<file path="src/rtl/sp_32xn_pkt_buf_pkg.sv">
// Shared types and sizing for the store-and-forward packet buffer.
package sp_32xn_pkt_buf_pkg;

    localparam int unsigned DEPTH = 32;
    localparam int unsigned AW    = 5;

    // Highest RAM index; a packet reaching it is closed whether or not s_last is set.
    localparam logic [AW-1:0] LAST_IDX = AW'(DEPTH - 1);

    typedef enum logic {
        FILL  = 1'b0,
        DRAIN = 1'b1
    } pkt_state_e;

endpackage

</file>
<file path="src/rtl/sp_32xn_pkt_buf_if.sv">
// Valid/ready word stream with an end-of-packet marker.
interface sp_32xn_pkt_buf_if #(
    parameter int unsigned DW = 4
);
    logic          valid;
    logic          ready;
    logic [DW-1:0] data;
    logic          last;

    modport master (
        output valid,
        output data,
        output last,
        input  ready
    );

    modport slave (
        input  valid,
        input  data,
        input  last,
        output ready
    );
endinterface

</file>
<file path="src/rtl/sp_32xn_pmt.sv">
// 32-deep single-port distributed RAM: synchronous write, combinational read.
module sp_32xn_pmt
    import sp_32xn_pkt_buf_pkg::*;
#(
    parameter int unsigned DW = 4
) (
    input  logic          wclk,
    input  logic          we,
    input  logic [AW-1:0] addr,
    input  logic [DW-1:0] din,
    output logic [DW-1:0] dout
);

    logic [DW-1:0] mem [DEPTH];

    // Write port; contents are deliberately not reset.
    always_ff @(posedge wclk) begin
        if (we) begin
            mem[addr] <= din;
        end
    end

    assign dout = mem[addr];

endmodule

</file>
<file path="src/rtl/sp_32xn_pkt_buf.sv">
// Half-duplex store-and-forward packet buffer: fill one packet (1..32 words), then replay it.
module sp_32xn_pkt_buf
    import sp_32xn_pkt_buf_pkg::*;
#(
    parameter int unsigned DW = 4
) (
    input  logic                  wclk,
    input  logic                  rst_n,
    sp_32xn_pkt_buf_if.slave      s,
    sp_32xn_pkt_buf_if.master     m,
    output logic                  trunc,
    output logic                  busy
);

    pkt_state_e    state_q;
    logic [AW-1:0] wr_ptr_q;
    logic [AW-1:0] rd_ptr_q;
    logic [AW-1:0] len_q;
    logic          trunc_q;

    logic          ram_we;
    logic [AW-1:0] ram_addr;
    logic [DW-1:0] ram_dout;

    sp_32xn_pmt #(
        .DW(DW)
    ) u_ram (
        .wclk (wclk),
        .we   (ram_we),
        .addr (ram_addr),
        .din  (s.data),
        .dout (ram_dout)
    );

    // Controller: pointers, packet length, state and the registered truncation pulse.
    always_ff @(posedge wclk or negedge rst_n) begin
        if (!rst_n) begin
            state_q  <= FILL;
            wr_ptr_q <= '0;
            rd_ptr_q <= '0;
            len_q    <= '0;
            trunc_q  <= 1'b0;
        end else begin
            trunc_q <= 1'b0;
            unique case (state_q)
                FILL: begin
                    if (s.valid) begin
                        if (s.last || (wr_ptr_q == LAST_IDX)) begin
                            // Closing word: wr_ptr is left alone so it never steps past 31.
                            len_q    <= wr_ptr_q;
                            rd_ptr_q <= '0;
                            state_q  <= DRAIN;
                            trunc_q  <= !s.last;
                        end else begin
                            wr_ptr_q <= wr_ptr_q + 1'b1;
                        end
                    end
                end
                DRAIN: begin
                    if (m.ready) begin
                        if (rd_ptr_q == len_q) begin
                            wr_ptr_q <= '0;
                            state_q  <= FILL;
                        end else begin
                            rd_ptr_q <= rd_ptr_q + 1'b1;
                        end
                    end
                end
            endcase
        end
    end

    // Handshake outputs and RAM port ownership, all derived from state (no s_* to m_* path).
    always_comb begin
        ram_we   = 1'b0;
        ram_addr = rd_ptr_q;
        s.ready  = 1'b0;
        m.valid  = 1'b0;
        m.last   = 1'b0;
        if (state_q == FILL) begin
            s.ready  = 1'b1;
            ram_we   = s.valid;
            ram_addr = wr_ptr_q;
        end else begin
            m.valid  = 1'b1;
            m.last   = (rd_ptr_q == len_q);
        end
    end

    assign m.data = ram_dout;
    assign trunc  = trunc_q;
    assign busy   = (state_q == DRAIN);

endmodule

</file>
<file path="src/flat_wrapper.sv">
// flat-port wrapper written by rule: the top's interface ports become plain ports
module sp_32xn_pkt_buf_flat import sp_32xn_pkt_buf_pkg::*;
#(
    parameter int unsigned DW = 4
)
  (wclk, rst_n, trunc, busy, s_valid, s_data, s_last, s_ready, m_valid, m_data, m_last, m_ready);
  sp_32xn_pkt_buf_if #(.DW(DW)) s_i ();
  sp_32xn_pkt_buf_if #(.DW(DW)) m_i ();
  input  logic wclk;
  input  logic rst_n;
  output logic trunc;
  output logic busy;
  input wire logic [$bits(s_i.valid)-1:0] s_valid;
  input wire logic [$bits(s_i.data)-1:0] s_data;
  input wire logic [$bits(s_i.last)-1:0] s_last;
  output wire logic [$bits(s_i.ready)-1:0] s_ready;
  output wire logic [$bits(m_i.valid)-1:0] m_valid;
  output wire logic [$bits(m_i.data)-1:0] m_data;
  output wire logic [$bits(m_i.last)-1:0] m_last;
  input wire logic [$bits(m_i.ready)-1:0] m_ready;
  assign s_i.valid = s_valid;
  assign s_i.data = s_data;
  assign s_i.last = s_last;
  assign s_ready = s_i.ready;
  assign m_valid = m_i.valid;
  assign m_data = m_i.data;
  assign m_last = m_i.last;
  assign m_i.ready = m_ready;
  sp_32xn_pkt_buf #(.DW(DW)) u_core (.wclk(wclk), .rst_n(rst_n), .s(s_i), .m(m_i), .trunc(trunc), .busy(busy));
endmodule
</file>
<file path="config.mk">
export PLATFORM = sky130hd
export DESIGN_NAME = sp_32xn_pkt_buf_flat
export DESIGN_NICKNAME = d
export VERILOG_FILES = /design/src/rtl/sp_32xn_pkt_buf_pkg.sv /design/src/rtl/sp_32xn_pkt_buf_if.sv /design/src/rtl/sp_32xn_pmt.sv /design/src/rtl/sp_32xn_pkt_buf.sv /design/src/flat_wrapper.sv
export SDC_FILE = /design/constraint.sdc
export NUM_CORES = 1
export LEC_CHECK = 0
export CORE_AREA = 4 4 128 105
export CTS_CLUSTER_DIAMETER = 120
export CTS_CLUSTER_SIZE = 16
export DETAILED_ROUTE_END_ITERATION = 7
export DIE_AREA = 0 0 132 109
export DONT_BUFFER_PORTS = 1
export PLACE_DENSITY = 0.73
export SLEW_MARGIN = 20
export SYNTH_ARGS = -nofsm -noshare
export SYNTH_HDL_FRONTEND = slang
export SYNTH_SLANG_ARGS = --single-unit
</file>
<file path="constraint.sdc">
create_clock -name wclk -period 2.8 [get_ports wclk]
set_clock_uncertainty 0.1 [all_clocks]
set_input_delay 0.28 -clock wclk [delete_from_list [all_inputs] [get_ports wclk]]
set_output_delay 0.28 -clock wclk [all_outputs]
set_load 0.02 [all_outputs]
</file>
* Word-level counts from Yosys, hierarchy flattened
Memories as Yosys holds them, arrays and structs flattened.
Cells that the tools add are included.
** Cells by class
- Reductions and logical operators :: 5
- Add/sub/neg operators :: 2
- Multiplexer cells :: 25
- Bitwise logic cells :: 1
- Equality and inequality tests :: 8
** Operators by type and width (number)
- 2-to-1 mux 5 bit :: 9
- case mux 5 bit (2 select lines) :: 2
- 2-to-1 mux 1 bit :: 13
- adder 5 x 1 -> 5 bit, second input constant :: 2
- inequality test 2 bit, second input constant :: 5
- AND reduction 4 bit :: 2
- equality test 5 bit :: 1
- equality test 5 bit, second input constant :: 1
- AND reduction 3 bit :: 1
- inequality test 2 x 1 -> 1 bit, second input constant :: 1
- case mux 1 bit (2 select lines) :: 1
- logical NOT 1 bit :: 1
- logical OR 1 bit :: 1
- inverter 1 bit :: 1
** Word-level totals
- Logic and storage cells :: 47
- Memories kept :: 1
- Register bits :: 17
- RAM bits :: 128
- Input bits :: 9
- Output and inout port bits :: 9
** Memories
- u_core.u_ram.mem :: words 32, bits a word 4, read ports 1, clocked after Yosys merged registers in 0, wr ports 1, RTL line sp_32xn_pmt.sv:14 : logic [DW-1:0] mem [DEPTH];

* Logic depth before layout (Yosys ltp)
- Depth after elaboration :: 5
- Depth in mapped cells :: 9
- Gate-level depth less buffers :: 8

* Hierarchy
Synthesis repeated with hierarchy kept, for this count alone.
** Unflattened totals
- Cell total of the unflattened synthesis :: 426
- Area, all modules :: 6347.3 um^2
** By module, submodules not included
- sp_32xn_pmt :: instances 1, area an instance 5258.8 um^2, cells an instance 314, sequential area each 3843.7 um^2
- sp_32xn_pkt_buf :: instances 1, area an instance 1088.5 um^2, cells an instance 112, sequential area each 425.4 um^2

* Least setup slack after synthesis
OpenSTA, ideal clock, no wires.
- Path type :: reg2out
- Start point :: register u_core.state_q, in the netlist u_core.busy
- End point :: output port m_data[2]
- Stages on the path, launching flop included :: 8
- Path buffers :: 2
- Arrival time :: 1793 ps
- Required time :: 2420 ps
- Setup slack :: 627 ps
- Path through :: dfrtp_1 > buf_6 > mux2_4 > buf_6 > o21ai_1 > o22ai_1 > nor4_1 > nand2_1
** Between the ends
- Word-level cells in the longest chain between the ends :: 2
** RTL lines
- from (decl) :: RTL line sp_32xn_pkt_buf.sv:15 : pkt_state_e state_q;
- from (signal assigned) :: RTL line sp_32xn_pkt_buf.sv:38 : state_q <= FILL;
- from (signal assigned) :: RTL line sp_32xn_pkt_buf.sv:52 : state_q <= DRAIN;
- from (signal assigned) :: RTL line sp_32xn_pkt_buf.sv:63 : state_q <= FILL;
- 2-to-1 mux 5 bit :: RTL line sp_32xn_pkt_buf.sv:80 : if (state_q == FILL) begin
- memory read (32 x 4 bit)
- to (decl) :: RTL line flat_wrapper.sv:18 : output wire logic [$bits(m_i.data)-1:0] m_data;
Every way passes these cells.

* Worst setup path after layout
- Start point :: register u_core.state_q, in the netlist u_core.busy
- End point :: output port m_data[0]
The elaborated chain is that of the path after synthesis.

==> results_dict.tcl <==
set metrics [dict create \
    via_per_inst 6.16 \
    max-slew-margin-rel_pct 46.1 \
    critical_path_class "reg2out" \
    place_hpwl_mm 8.68 \
    power.density_mw_per_mm2 1080 \
    ys_types 42 \
    syn-num-nets 427 \
    die_w_um 132 \
    yosysSeqAreaShare_pct 68.5 \
    clock_path_buffers 2 \
    ys_async_sr_fraction_pct 11.7 \
    antenna_found_initial 0 \
    leakage_nw 2.58 \
    synth_cells 415 \
    cts_tree "yes" \
    clk_latency_ns 0.43 \
    swShare_pct 34.0 \
    gp_congestion 0.893 \
    synth_area_leaders "edfxtp_1 (62%), mux2i_1 (11%), dfrtp_1 (6.8%)" \
    start_util_pct 51.4 \
    finalSetupViolations 0 \
    timing.final.crit_period_ns 2.76 \
    p_seq_share_pct 34.9 \
    grt_use_total_pct 19.9 \
    num_vias 3680 \
    power_frac_comb_pct 33.4 \
    h-tree-depth 4 \
    maxCapViolCount 0 \
    fin_tns_setup_ns 0 \
    crit_fanout 30 \
    tightest_slew_ns 0.806 \
    antenna_cells_inserted 0 \
    first_iter_violations 353 \
    die_h_um 109 \
    crit_arrival_ns 2.38 \
    grt_max_degree 33 \
    io_buffer_count 0 \
    synth_edf_count 128 \
    min_path_type "in2reg" \
    fin_ws_ns 0.0382 \
    postLayoutCellArea_mm2 0.00729 \
    synth_area_leader_cell "edfxtp_1" \
    p_switching_mw 2.67 \
    final_common_cell "edfxtp_1" \
    placed_cell_area_mm2 0.00635 \
    antenna_left 0 \
    layout.nets 444 \
    hold_violations 0 \
    root_buffer "clkbuf_16" \
    wire_per_inst_um 23.2 \
    drc 0 \
    critPathLaunchType "flop" \
    cp.required_ns 2.42 \
    grt_pass1_wl_mm 21.1 \
    syn_area_mm2 0.00623 \
    area_growth_pct 17.0 \
    avgSynthCellArea_um2 15.0 \
    slew_violations 0 \
    clockPowerShare_pct 31.8 \
    ys.flop_type "edfxtp_1" \
    yosys.area.top_type_share_pct 61.7 \
    nFillCells 880 \
    clk_pin_slew_ns 0.06 \
    cts_buffers 17 \
    final_cell_mix "edfxtp_1 (128), mux2i_1 (64), nor2_1 (45)" \
    slowest_stage "dfrtp_1" \
    core_area_mm2 0.0121 \
    wl_mm 13.9 \
    cts_sinks 145 \
    peakVddDrop_v 0.000640 \
    io-pin-count 18 \
    synth-seq-cells 145 \
    holdWs_ns 0.0240 \
    grt_pass1_vias 3636 \
    post-route-period-util_pct 98.6 \
    outcome "finished clean" \
    drt-pass1-iter-count 5 \
    crit_path_cell_trace "mux2_4, buf_12, mux2i_2, o22ai_1, nor4_2, nand2_2" \
    grt-ovfl-total 0 \
    fmax_ghz 0.362 \
    drive_gt1_share_pct 19.6 \
    fp.dieArea_mm2 0.0144 \
    row_count 36 \
    synth-warning-count 0 \
    setup.worst_path.end_class "primary output" \
    cpPeakStageDelay_ns 0.41 \
    dp_slack_ns 0.263 \
    intPower_mw 5.17 \
]
power groups by stage:
stage	clock [mW]	sequential, mW	combinational (mW)
finish	2.49	2.73	2.62
CTS	2.52	2.70	2.46
global route	2.62	2.75	2.77
detailed placement	0	2.74	2.28
global placement	0	2.72	2.25
floorplan	0	2.63	1.94
synthesized netlist by cell type (2+ instances only):
cell type / instances
nor4b_2: 2
mux2_4: 2
a31oi_1: 2
xor2_1: 5
nand4_1: 3
buf_4: 3
buf_6: 5
and3_1: 4
nor3_2: 2
edfxtp_1: 128
and4b_1: 4
o21ai_1: 15
buf_2: 8
dfrtp_1: 17
nand3_1: 4
and4bb_1: 2
ha_1: 3
clkbuf_1: 3
nor4_1: 9
nand2_1: 11
mux2_2: 4
inv_1: 5
a21o_1: 4
nor4bb_1: 4
a21oi_1: 3
o22ai_1: 32
nor2_1: 45
nor4b_1: 2
o2bb2ai_1: 2
o21ai_0: 2
xnor2_1: 3
mux2i_1: 67
flip-flops by register name, indices dropped and copies added (netlist names):
| signal | cells |
|---|---|
| u_core.busy | 1 |
| u_core.len_q | 5 |
| u_core.rd_ptr_q | 5 |
| u_core.trunc | 1 |
| u_core.u_ram.mem | 128 |
| u_core.wr_ptr_q | 5 |
layer usage:
metal / wire [um] / share of wire, % / GRT usage (%)
met5: 0 / 0 / 0
met4: 213 / 1.5 / 7.95
met3: 1090 / 7.9 / 5.63
met2: 6460 / 47 / 30.3
met1: 6100 / 44 / 27.4
final timing paths:
check | from | endpoint | slack (ns) | depth (start not counted)
setup / recovery | u_core.busy$_DFF_PN0_ | m_data[0] | 0.04 | 6
hold / removal | m_ready | u_core.wr_ptr_q[4]$_DFFE_PN0P_ | 0.02 | 2
setup reg to reg | u_core.busy$_DFF_PN0_ | u_core.u_ram.mem[31][3]$_DFFE_PP_ | 0.40 | 4
hold reg to reg | u_core.len_q[0]$_DFFE_PN0P_ | u_core.len_q[0]$_DFFE_PN0P_ | 0.41 | 2
max in group asynchronous | rst_n | u_core.wr_ptr_q[3]$_DFFE_PN0P_ | 1.75 | 1
min in group asynchronous | rst_n | u_core.len_q[1]$_DFFE_PN0P_ | 0.29 | 1
area by class of cell:
class	instances	area, um^2	share of cell area (%)
Clock inverter	15	230	3.16
Tap cell	152	190	2.61
Timing Repair Buffer	16	186	2.56
Inverter	5	18.8	0.257
Multi-Input combinational cell	247	1970	27.0
Clock buffer	17	425	5.83
Sequential cell	145	4280	58.6
cells by family after synthesis:
kind of cell             after synthesis  share of synthesized area, %
AO/OA/AOI/OAI                         64                          6.62
XOR/XNOR                               8                          1.12
adder cells (fa/ha/maj)                3                         0.602
buffers and inverters                 24                          2.39
flip-flops                           145                          68.5
multiplexers                          74                          12.1
AND/OR/NAND/NOR                       97                          8.63
repair_timing:
item | CTS | global route
endpoints found under the setup margin | 4 | 4
gates resized for setup | 14 | 23
hold buffers | 7 | 0
setup buffers | 3 | 0
pin swaps | 3 | 2
gates cloned | 0 | 1
endpoints found under the hold margin | 149 | 0
critical path, delay by kind of cell (launching register included):
kind                   cells  cell delay (ns)
multiplexers               2             0.61
buffers and inverters      1             0.23
AND/OR/NAND/NOR            2             0.53
AO/OA/AOI/OAI              1             0.16
flip-flops                 1             0.41
metrics by stage:
step	instances	total power [mW]	util (%)
3_3_place_gp	554	4.97	52.4
5_1_grt	597	8.13	60.2
6_report	597	7.84	60.2
4_1_cts	596	7.68	59.3
3_5_place_dp	554	5.02	52.4
2_1_floorplan	415	4.57	-
No activity file was read; power rests on OpenSTA's default activity.
